<file path="config.mk">
export PLATFORM = sky130hd
export DESIGN_NAME = vga_timing_gen_flat
export DESIGN_NICKNAME = d
export VERILOG_FILES = /design/src/rtl/vga_timing_gen_if.sv /design/src/rtl/vga_timing_gen.sv /design/src/flat_wrapper.sv
export SDC_FILE = /design/constraint.sdc
export NUM_CORES = 1
export LEC_CHECK = 0
export ABC_CLOCK_PERIOD_IN_PS = 4100
export CORE_ASPECT_RATIO = 0.6
export CORE_MARGIN = 1.5
export CORE_UTILIZATION = 65
export DETAILED_ROUTE_END_ITERATION = 10
export DONT_BUFFER_PORTS = 1
export GPL_TIMING_DRIVEN = 0
export MAX_ROUTING_LAYER = met4
export PLACE_DENSITY = 0.87
export SYNTH_ARGS = -nofsm -noshare
export SYNTH_HDL_FRONTEND = slang
export SYNTH_SLANG_ARGS = --single-unit
</file>
<file path="constraint.sdc">
create_clock -name CLOCK_50 -period 4.1 [get_ports CLOCK_50]
set_input_delay 0 -clock CLOCK_50 [delete_from_list [all_inputs] [get_ports CLOCK_50]]
set_output_delay 0 -clock CLOCK_50 [all_outputs]
set_load 0.03 [all_outputs]
</file>
<file path="src/rtl/vga_timing_gen_if.sv">
// Raster timing bundle: pixel coordinates, strobes and the delayed VGA pins.
// The timing generator drives it through the master modport; the drawing logic uses slave.
interface vga_timing_gen_if;
  logic        pixelTick;
  logic [15:0] screenX;
  logic [15:0] screenY;
  logic        visibleArea;
  logic        vSyncStart;
  logic        vgaHS;
  logic        vgaVS;
  logic        vgaBlankN;

  modport master (
    output pixelTick, screenX, screenY, visibleArea, vSyncStart, vgaHS, vgaVS, vgaBlankN
  );

  modport slave (
    input pixelTick, screenX, screenY, visibleArea, vSyncStart, vgaHS, vgaVS, vgaBlankN
  );
endinterface

</file>
<file path="src/rtl/vga_timing_gen.sv">
// VGA raster timing source: pixel-rate enable, X/Y counters, frame strobe and sync pins
// delayed to line up with the registered pixel colour produced downstream.
module vga_timing_gen #(
  parameter int unsigned H_VISIBLE  = 640,
  parameter int unsigned H_FRONT    = 16,
  parameter int unsigned H_SYNC     = 96,
  parameter int unsigned H_BACK     = 48,
  parameter int unsigned V_VISIBLE  = 480,
  parameter int unsigned V_FRONT    = 10,
  parameter int unsigned V_SYNC     = 2,
  parameter int unsigned V_BACK     = 33,
  parameter int unsigned CLK_DIV    = 2,
  parameter int unsigned PIPE_DELAY = 3
) (
  input  logic              CLOCK_50,
  input  logic              resetn,
  vga_timing_gen_if.master  o_vga
);

  localparam int unsigned H_TOTAL = H_VISIBLE + H_FRONT + H_SYNC + H_BACK;
  localparam int unsigned V_TOTAL = V_VISIBLE + V_FRONT + V_SYNC + V_BACK;
  localparam int unsigned DivW    = (CLK_DIV > 1) ? $clog2(CLK_DIV) : 1;

  localparam logic [DivW-1:0] DivMax  = DivW'(CLK_DIV - 1);
  localparam logic [15:0]     HLast   = 16'(H_TOTAL - 1);
  localparam logic [15:0]     VLast   = 16'(V_TOTAL - 1);
  localparam logic [15:0]     HVis    = 16'(H_VISIBLE);
  localparam logic [15:0]     VVis    = 16'(V_VISIBLE);
  localparam logic [15:0]     HSyncLo = 16'(H_VISIBLE + H_FRONT);
  localparam logic [15:0]     HSyncHi = 16'(H_VISIBLE + H_FRONT + H_SYNC);
  localparam logic [15:0]     VSyncLo = 16'(V_VISIBLE + V_FRONT);
  localparam logic [15:0]     VSyncHi = 16'(V_VISIBLE + V_FRONT + V_SYNC);

  logic [DivW-1:0] r_div;
  logic            r_tick;
  logic [15:0]     r_x;
  logic [15:0]     r_y;
  logic            r_vis;
  logic            r_vss;

  logic        w_tick_d;
  logic [15:0] w_x_d;
  logic [15:0] w_y_d;
  logic        w_hs;
  logic        w_vs;

  // Coordinates of the next pixel; only committed on a tick edge.
  always_comb begin
    w_tick_d = (r_div == DivMax);
    w_x_d    = r_x + 16'd1;
    w_y_d    = r_y;
    if (r_x == HLast) begin
      w_x_d = '0;
      w_y_d = (r_y == VLast) ? '0 : r_y + 16'd1;
    end
  end

  always_ff @(posedge CLOCK_50 or negedge resetn) begin
    if (!resetn) begin
      r_div  <= '0;
      r_tick <= 1'b0;
      r_x    <= HLast;
      r_y    <= VLast;
      r_vis  <= 1'b0;
      r_vss  <= 1'b0;
    end else begin
      r_div  <= w_tick_d ? '0 : r_div + DivW'(1);
      r_tick <= w_tick_d;
      r_vss  <= 1'b0;
      if (w_tick_d) begin
        r_x   <= w_x_d;
        r_y   <= w_y_d;
        r_vis <= (w_x_d < HVis) && (w_y_d < VVis);
        r_vss <= (w_x_d == '0) && (w_y_d == VVis);
      end
    end
  end

  always_comb begin
    w_hs = !((r_x >= HSyncLo) && (r_x < HSyncHi));
    w_vs = !((r_y >= VSyncLo) && (r_y < VSyncHi));
  end

  assign o_vga.pixelTick   = r_tick;
  assign o_vga.screenX     = r_x;
  assign o_vga.screenY     = r_y;
  assign o_vga.visibleArea = r_vis;
  assign o_vga.vSyncStart  = r_vss;

  generate
    if (PIPE_DELAY == 0) begin : g_no_pipe
      assign o_vga.vgaHS     = w_hs;
      assign o_vga.vgaVS     = w_vs;
      assign o_vga.vgaBlankN = r_vis;
    end else begin : g_pipe
      logic [PIPE_DELAY-1:0] r_hs_pipe;
      logic [PIPE_DELAY-1:0] r_vs_pipe;
      logic [PIPE_DELAY-1:0] r_bn_pipe;

      // Free-running shift, not gated by the pixel enable, so the delay is in system clocks.
      always_ff @(posedge CLOCK_50 or negedge resetn) begin
        if (!resetn) begin
          r_hs_pipe <= '1;
          r_vs_pipe <= '1;
          r_bn_pipe <= '0;
        end else begin
          r_hs_pipe[0] <= w_hs;
          r_vs_pipe[0] <= w_vs;
          r_bn_pipe[0] <= r_vis;
          for (int i = 1; i < int'(PIPE_DELAY); i++) begin
            r_hs_pipe[i] <= r_hs_pipe[i-1];
            r_vs_pipe[i] <= r_vs_pipe[i-1];
            r_bn_pipe[i] <= r_bn_pipe[i-1];
          end
        end
      end

      assign o_vga.vgaHS     = r_hs_pipe[PIPE_DELAY-1];
      assign o_vga.vgaVS     = r_vs_pipe[PIPE_DELAY-1];
      assign o_vga.vgaBlankN = r_bn_pipe[PIPE_DELAY-1];
    end
  endgenerate

endmodule

</file>
<file path="src/flat_wrapper.sv">
// flat-port wrapper written by rule: the top's interface ports become plain ports
module vga_timing_gen_flat 
#(
  parameter int unsigned H_VISIBLE  = 640,
  parameter int unsigned H_FRONT    = 16,
  parameter int unsigned H_SYNC     = 96,
  parameter int unsigned H_BACK     = 48,
  parameter int unsigned V_VISIBLE  = 480,
  parameter int unsigned V_FRONT    = 10,
  parameter int unsigned V_SYNC     = 2,
  parameter int unsigned V_BACK     = 33,
  parameter int unsigned CLK_DIV    = 2,
  parameter int unsigned PIPE_DELAY = 3
)
  (CLOCK_50, resetn, o_vga_pixelTick, o_vga_screenX, o_vga_screenY, o_vga_visibleArea, o_vga_vSyncStart, o_vga_vgaHS, o_vga_vgaVS, o_vga_vgaBlankN);
  vga_timing_gen_if o_vga_i ();
  input  logic CLOCK_50;
  input  logic resetn;
  output wire logic [$bits(o_vga_i.pixelTick)-1:0] o_vga_pixelTick;
  output wire logic [$bits(o_vga_i.screenX)-1:0] o_vga_screenX;
  output wire logic [$bits(o_vga_i.screenY)-1:0] o_vga_screenY;
  output wire logic [$bits(o_vga_i.visibleArea)-1:0] o_vga_visibleArea;
  output wire logic [$bits(o_vga_i.vSyncStart)-1:0] o_vga_vSyncStart;
  output wire logic [$bits(o_vga_i.vgaHS)-1:0] o_vga_vgaHS;
  output wire logic [$bits(o_vga_i.vgaVS)-1:0] o_vga_vgaVS;
  output wire logic [$bits(o_vga_i.vgaBlankN)-1:0] o_vga_vgaBlankN;
  assign o_vga_pixelTick = o_vga_i.pixelTick;
  assign o_vga_screenX = o_vga_i.screenX;
  assign o_vga_screenY = o_vga_i.screenY;
  assign o_vga_visibleArea = o_vga_i.visibleArea;
  assign o_vga_vSyncStart = o_vga_i.vSyncStart;
  assign o_vga_vgaHS = o_vga_i.vgaHS;
  assign o_vga_vgaVS = o_vga_i.vgaVS;
  assign o_vga_vgaBlankN = o_vga_i.vgaBlankN;
  vga_timing_gen #(.H_VISIBLE(H_VISIBLE), .H_FRONT(H_FRONT), .H_SYNC(H_SYNC), .H_BACK(H_BACK), .V_VISIBLE(V_VISIBLE), .V_FRONT(V_FRONT), .V_SYNC(V_SYNC), .V_BACK(V_BACK), .CLK_DIV(CLK_DIV), .PIPE_DELAY(PIPE_DELAY)) u_core (.CLOCK_50(CLOCK_50), .resetn(resetn), .o_vga(o_vga_i));
endmodule
</file>
==> flow_summary.ini, run 1 <==
[drt]
wire_per_inst_um = 18.8
vias_per_cell = 6.86
ant_nets = 0
drt_iter0_drc = 221
drc_errors = 0
dr_total_vias = 2402
first_pass_iters = 5
totalWireLength_um = 6570

[timing]
setup_tns_ps = 0
drv_slew = 0
skew_ps = 7.00
worst_pin_slew_ps = 596
rsz0062_at_grt = false
timing.fmax_mhz = 297
post-route-period-util_pct = 82.0
hold_viol = 0
setup_viol = 0
layout_min_cycle_time_ps = 3360
slew_headroom_pct = 59.9

[logic_synthesis]
syn-instance-count = 293
synth_top_area_share_pct = 27.2
synth_fp_nets = 299
ys_seq_area_share_pct = 43.0
ys_types = 54
yosys_most_used_dff = dfrtp_1
synth.cell_area_um2 = 2670
synth_warnings = 0
avgSynthCellArea_um2 = 9.10
synthTopCellsByCount = dfrtp_1, nand2_1, nand3_1
synthTopCellsByArea = dfrtp_1, dfstp_2, nand3_1, xnor2_1, nand2_1
synth.most_common_cell = dfrtp_1
ys_async_sr_fraction_pct = 100
ys_ff_latch = 45
synth_area_leader_cell = dfrtp_1
synth_edf_count = 0

[pwr]
p_sw_w = 0.000158
internal-power_w = 0.000568
seqPwrFrac_pct = 61.2
cellPowerDensity_nw_per_um2 = 256
p_leak_nw = 1.08
netSwitchingFraction_pct = 21.8
pwr-share-clk_pct = 37.2
combPwrFrac_pct = 1.5
irDropWorstVdd_mv = 0.244

[floorplan]
die-width_um = 85.7
start_util_pct = 70.0
die_area_um2 = 4510
dieHeight_um = 52.6
core_um2 = 3810
rows = 17
io_pins = 40

[finish]
drive_gt1_share_pct = 11.9
antenna_cells = 0
nNetsFinal = 308
area_delta_synth_final_pct = 6.48
fill_cells = 267
fin_cells = 350

[global_route]
grt_pass1_wl_um = 10700
overflow = 0
grt_pass1_vias = 2132
grt_max_degree = 46
grt_antenna_before_repair = 0
grt_usage_pct = 32.5

[clocking]
clk_latency_ps = 300
cts.sinks = 45
cts_buffer_depth = 2
root_buffer = clkbuf_8
cts_buffers = 5
clk_pin_slew_ps = 90
htree_levels = 2
cts_tree = done

[setup_path]
cp.required_ps = 4310
critPathKind = reg2reg
max_stage_delay_ps = 630
arrival_ps = 3570
r2r_start = u_core.o_vga.screenX[3]
reg2reg_depth = 8
cp_cell_sequence = clkbuf_1 > nand4_1 > nor4_1 > mux2_1 > nor4_1 > a41o_1 > nand4_1 > nor4_2
slowest_stage = dfstp_2
reg2reg_slack_ps = 740
cp_max_fo = 10
critPathLaunchType = flip-flop
crit_start = u_core.o_vga.screenX[3]
cp-end-kind = flip-flop

[placement]
place_inst = 340
place_hpwl_um = 4710
io_buffer_count = 0
gp_congestion = 0.930

[worst_hold_path]
hp-class = in2async

[outcome]
outcome = finished clean

[flow_run]
maxCapViolations = 0
[placed cells by master (no fill, tap or decap), types with 5 or more instances in the layout]
cell | synthesis | final
o21ai_0 | 6 | 6
nor3_1 | 9 | 9
xor2_1 | 8 | 8
dfstp_2 | 16 | 16
nor2_1 | 20 | 20
dfrtp_1 | 29 | 29
nand2_1 | 25 | 25
o31ai_1 | 6 | 6
nand3_1 | 25 | 25
inv_1 | 6 | 6
clkbuf_8 | 0 | 5
a21oi_1 | 8 | 8
clkbuf_1 | 19 | 21
a31oi_1 | 10 | 10
o21ai_1 | 16 | 16
xnor2_1 | 14 | 14
nand4_1 | 11 | 11
[worst max-delay path: cells and delay by family (launching register included)]
| family | cells | cell delay, ps |
|---|---|---|
| and+or+nand+nor | 5 | 1670 |
| buffers and inverters | 1 | 430 |
| muxes | 1 | 370 |
| AOI/OAI and AO/OA | 1 | 170 |
| DFF | 1 | 630 |
[through the flow]
stage / setup slack [ps] / utilization, % / hold slack (ps) / instance area (µm²) / total power (W)
4_1_cts: 789 / 74.6 / 187 / 2840 / 0.000734
2_1_floorplan: 1220 / - / -296 / 2670 / 0.000453
3_3_place_gp: 825 / 71.6 / -295 / 2730 / 0.000453
3_5_place_dp: 841 / 71.6 / -295 / 2730 / 0.000453
5_1_grt: 438 / 74.6 / 212 / 2840 / 0.000748
6_report: 738 / 74.6 / 177 / 2840 / 0.000726
[cells by family after synthesis]
| kind of cell | share of synthesized area [%] |
|---|---|
| simple gates | 26.7 |
| compound gates | 14.4 |
| flops | 43.0 |
| buf+inv | 4.79 |
| xor+xnor | 7.23 |
| mux | 1.97 |
| fa+ha+maj | 1.88 |
[final timing paths]
path	endpoint
setup / recovery	u_core.o_vga.vSyncStart
hold / removal	u_core.o_vga.screenY[14]
setup reg to reg	u_core.o_vga.vSyncStart
hold reg to reg	u_core.g_pipe.r_hs_pipe[2]
max in group asynchronous	u_core.g_pipe.r_vs_pipe[0]
min in group CLOCK_50	u_core.g_pipe.r_hs_pipe[2]
[flip-flops by register name, indices dropped and copies added (netlist names)]
name / flops
u_core.o_vga.pixelTick: 1
u_core.g_pipe.r_hs_pipe: 3
u_core.o_vga.screenX: 16
u_core.o_vga.visibleArea: 1
u_core.g_pipe.r_vs_pipe: 3
u_core.o_vga.screenY: 16
u_core.g_pipe.r_bn_pipe: 3
u_core.o_vga.vSyncStart: 1
u_core.r_div: 1
[final cells by class]
class | instances | area, µm² | area share (%)
Tap cell | 47 | 58.8 | 2.07
Inverter | 9 | 33.8 | 1.19
Clock buffer | 7 | 76.3 | 2.69
Buffer | 23 | 93.8 | 3.31
Sequential cell | 45 | 1150 | 40.4
Multi-Input combinational cell | 216 | 1390 | 49.1
Clock inverter | 1 | 7.51 | 0.264
Timing Repair Buffer | 2 | 30.0 | 1.06
[power by group through the flow]
stage	sequential (W)	combinational, W	clock, W
finish	0.000444	0.0000112	0.000270
global route	0.000444	0.0000133	0.000290
CTS	0.000444	0.0000120	0.000278
detailed placement	0.000453	0.000000000484	0
global placement	0.000453	0.000000000484	0
floorplan	0.000453	0.000000000484	0
[timing repair]
item	4_1_cts	5_1_grt
setup buffers	0	0
gates resized for setup	0	0
hold buffers	2	0
endpoints found under the setup margin	0	0
hold endpoints to repair	45	0
[layer usage]
metal / vias up / track usage (%) / wire length [µm]
li1: 1087 / - / -
met1: 1154 / 48.1 / 3070
met4: 0 / 8.33 / 93
met3: 17 / 10.2 / 789
met2: 144 / 42.5 / 2620
met5: - / - / 0
Power figures use the tool's default switching activity.
==> run 2: changes to the inputs <==
- ABC_AREA: default -> 1
- ABC_CLOCK_PERIOD_IN_PS: 4100 -> 2920
- CORE_UTILIZATION: 65 -> 58
- PLACE_DENSITY: 0.87 -> 0.82
- clock period: 4.1 -> 2.92 ns (I/O delays scaled with it)
==> run 2 against run 1 <==
Sequential cell count is the same. First-iteration DRC count up 40%. Synthesized cell count is 44% higher. Fmax rose by 40%. Count of clock-buffer cells in the layout is the same. Wire length rose by 23%. Clock power increased by 81%. Sequential share of layout area is 5.6 points lower. Largest cell class unchanged.
==> flow_summary.ini, run 2 <==
[outcome]
outcome = finished clean

[logic_synthesis]
synthTopCellsByArea = dfrtp_1, nand2_1, dfstp_2, nor2_1, nand3_1
synthTopCellsByCount = nand2_1, nor2_1, nand3_1
ys_async_sr_fraction_pct = 100
ys_types = 40
synth.cell_area_um2 = 3060
yosys_most_used_dff = dfrtp_1
synth_warnings = 0
synth_area_leader_cell = dfrtp_1
synth.most_common_cell = nand2_1
synth_edf_count = 0
ys_ff_latch = 45
synth_fp_nets = 427
synth_top_area_share_pct = 23.7
avgSynthCellArea_um2 = 7.26
syn-instance-count = 421
ys_seq_area_share_pct = 37.5

[finish]
final_cell_mix = nand2_1, nor2_1, nand3_1
nNetsFinal = 436
final_common_cell = nand2_1
antenna_cells = 0
area_delta_synth_final_pct = 7.74
fin_cells = 497
multi_input_area_um2 = 1700
fill_cells = 436
regArea_um2 = 1150
final_util_pct = 64.8
drive_gt1_share_pct = 15.8

[global_route]
grt_pass1_vias = 2554
grt_pass1_wl_um = 12900
grt_usage_pct = 30.3
overflow = 0
grt_max_degree = 46
grt_antenna_before_repair = 0

[timing]
setup_tns_ps = 0
setup_viol = 0
slew_headroom_pct = 60.5
worst_slack_ps = 527
hold_slack_ps = 209
hold_viol = 0
layout_min_cycle_time_ps = 2390
post-route-period-util_pct = 82.0
worst_pin_slew_ps = 592
skew_ps = 10.4
rsz0062_at_grt = false
drv_slew = 0
timing.fmax_mhz = 418

[drt]
totalWireLength_um = 8090
drt_iter0_drc = 309
wire_per_inst_um = 16.3
first_pass_iters = 5
ant_nets = 0
drc_errors = 0
vias_per_cell = 5.88
dr_total_vias = 2924

[setup_path]
critPathLaunchType = flip-flop
reg2reg_depth = 11
critPathKind = reg2reg
endpoint = u_core.o_vga.vSyncStart
crit_start = u_core.o_vga.screenX[1]
arrival_ps = 2630
r2r_start = u_core.o_vga.screenX[1]
cp_max_fo = 5
cp-end-kind = flip-flop
r2r_end = u_core.o_vga.vSyncStart
reg2reg_slack_ps = 530
cp.required_ps = 3160

[placement]
place_hpwl_um = 6080
io_buffer_count = 0
place_inst = 487
gp_congestion = 0.970
pre_cts_ws_ps = 608

[clocking]
cts.sinks = 45
clk_pin_slew_ps = 90
cts_tree = done
cts_buffers = 5
clk_latency_ps = 300
htree_levels = 2
root_buffer = clkbuf_8
cts_buffer_depth = 2

[pwr]
cellPowerDensity_nw_per_um2 = 344
p_leak_nw = 1.43
irDropWorstVdd_mv = 0.178

[floorplan]
start_util_pct = 60.2
dieHeight_um = 59.2
io_pins = 40
rows = 20
die-width_um = 96.7
die_area_um2 = 5730
core_um2 = 5080

[flow_run]
maxCapViolations = 0

[worst_hold_path]
hp-class = in2async
-- run 2: changes by cell type in the layout (fill, tap and decap cells not counted), moves of 6 or more --
| cell | previous run | this run |
|---|---|---|
| nand3_1 | 25 | 38 |
| o21ai_1 | 16 | 2 |
| nand2_2 | 0 | 7 |
| o31ai_1 | 6 | 0 |
| inv_1 | 6 | 30 |
| clkbuf_1 | 21 | 5 |
| xnor2_1 | 14 | 2 |
| a31oi_1 | 10 | 1 |
| nand2_1 | 25 | 117 |
| nor2_1 | 20 | 63 |
| nor2_2 | 0 | 6 |
| o21ai_0 | 6 | 28 |
| nor3_1 | 9 | 1 |
-- run 2: critical path, stage by stage, from the launching register on --
cell and delay, ps:
dfstp_2 650, ha_1 270, nand3_4 140, nor2_1 320, nand3_1 140, nand3_2 110, nand2_1 110, inv_1 80
nand3_1 70, nor2_1 240, nand2_1 100, nor2_2 80
-- run 2: cells by family (layout without fill, tap and decap cells) --
logic type	Yosys count	in the layout	synth area share [%]
flip-flops	45	45	37.5
AND/OR/NAND/NOR	269	269	42.3
XOR/XNOR	13	13	3.72
buffers and inverters	48	58	7.00
AO/OA/AOI/OAI	42	42	7.82
adder cells (fa/ha/maj)	4	4	1.64
-- run 2: how the worst min path moves through the flow --
stage / start / to / depth (start not counted)
finish: resetn / u_core.o_vga.screenX[14] / 2
floorplan: resetn / u_core.g_pipe.r_bn_pipe[0] / 0
global route: resetn / u_core.o_vga.screenX[10] / 2
global placement: resetn / u_core.g_pipe.r_bn_pipe[2] / 0
detailed placement: resetn / u_core.o_vga.visibleArea / 0
CTS: resetn / u_core.o_vga.screenX[10] / 2
-- run 2: final cells by class --
type                    count  area share [%]
clock buffers               7            2.62
inverters                  35            4.18
well taps                  66            2.51
plain buffers              13            2.32
multi-input cells         328            51.5
clock inverters             1           0.912
flip-flops and latches     45            34.8
repair buffers              2            1.14
-- run 2: layer usage --
| layer | GRT usage (%) | routed length [µm] |
|---|---|---|
| met5 | - | 0 |
| met1 | 44.4 | 3820 |
| met3 | 8.73 | 994 |
| met2 | 41.1 | 3230 |
| met4 | 6.83 | 51 |
-- run 2: through the flow --
| stage | power, W | instance area, µm² |
|---|---|---|
| detailed placement | 0.000635 | 3140 |
| global route | 0.00117 | 3290 |
| global placement | 0.000635 | 3140 |
| floorplan | 0.000635 | 3060 |
| CTS | 0.00114 | 3290 |
| finish | 0.00113 | 3290 |
-- run 2: repair_timing --
action	CTS	global route
resized for setup	0	0
hold buffers	2	0
endpoints found under the hold margin	45	0
buffers inserted	0	0
-- run 2: where the power goes --
group          switching (W)  leakage [nW]   total, W  internal (W)
Combinational      0.0000122         0.828  0.0000169    0.00000474
Sequential                 0         0.548   0.000624      0.000624
Clock               0.000211        0.0585   0.000490      0.000279
Total               0.000224          1.43    0.00113      0.000908
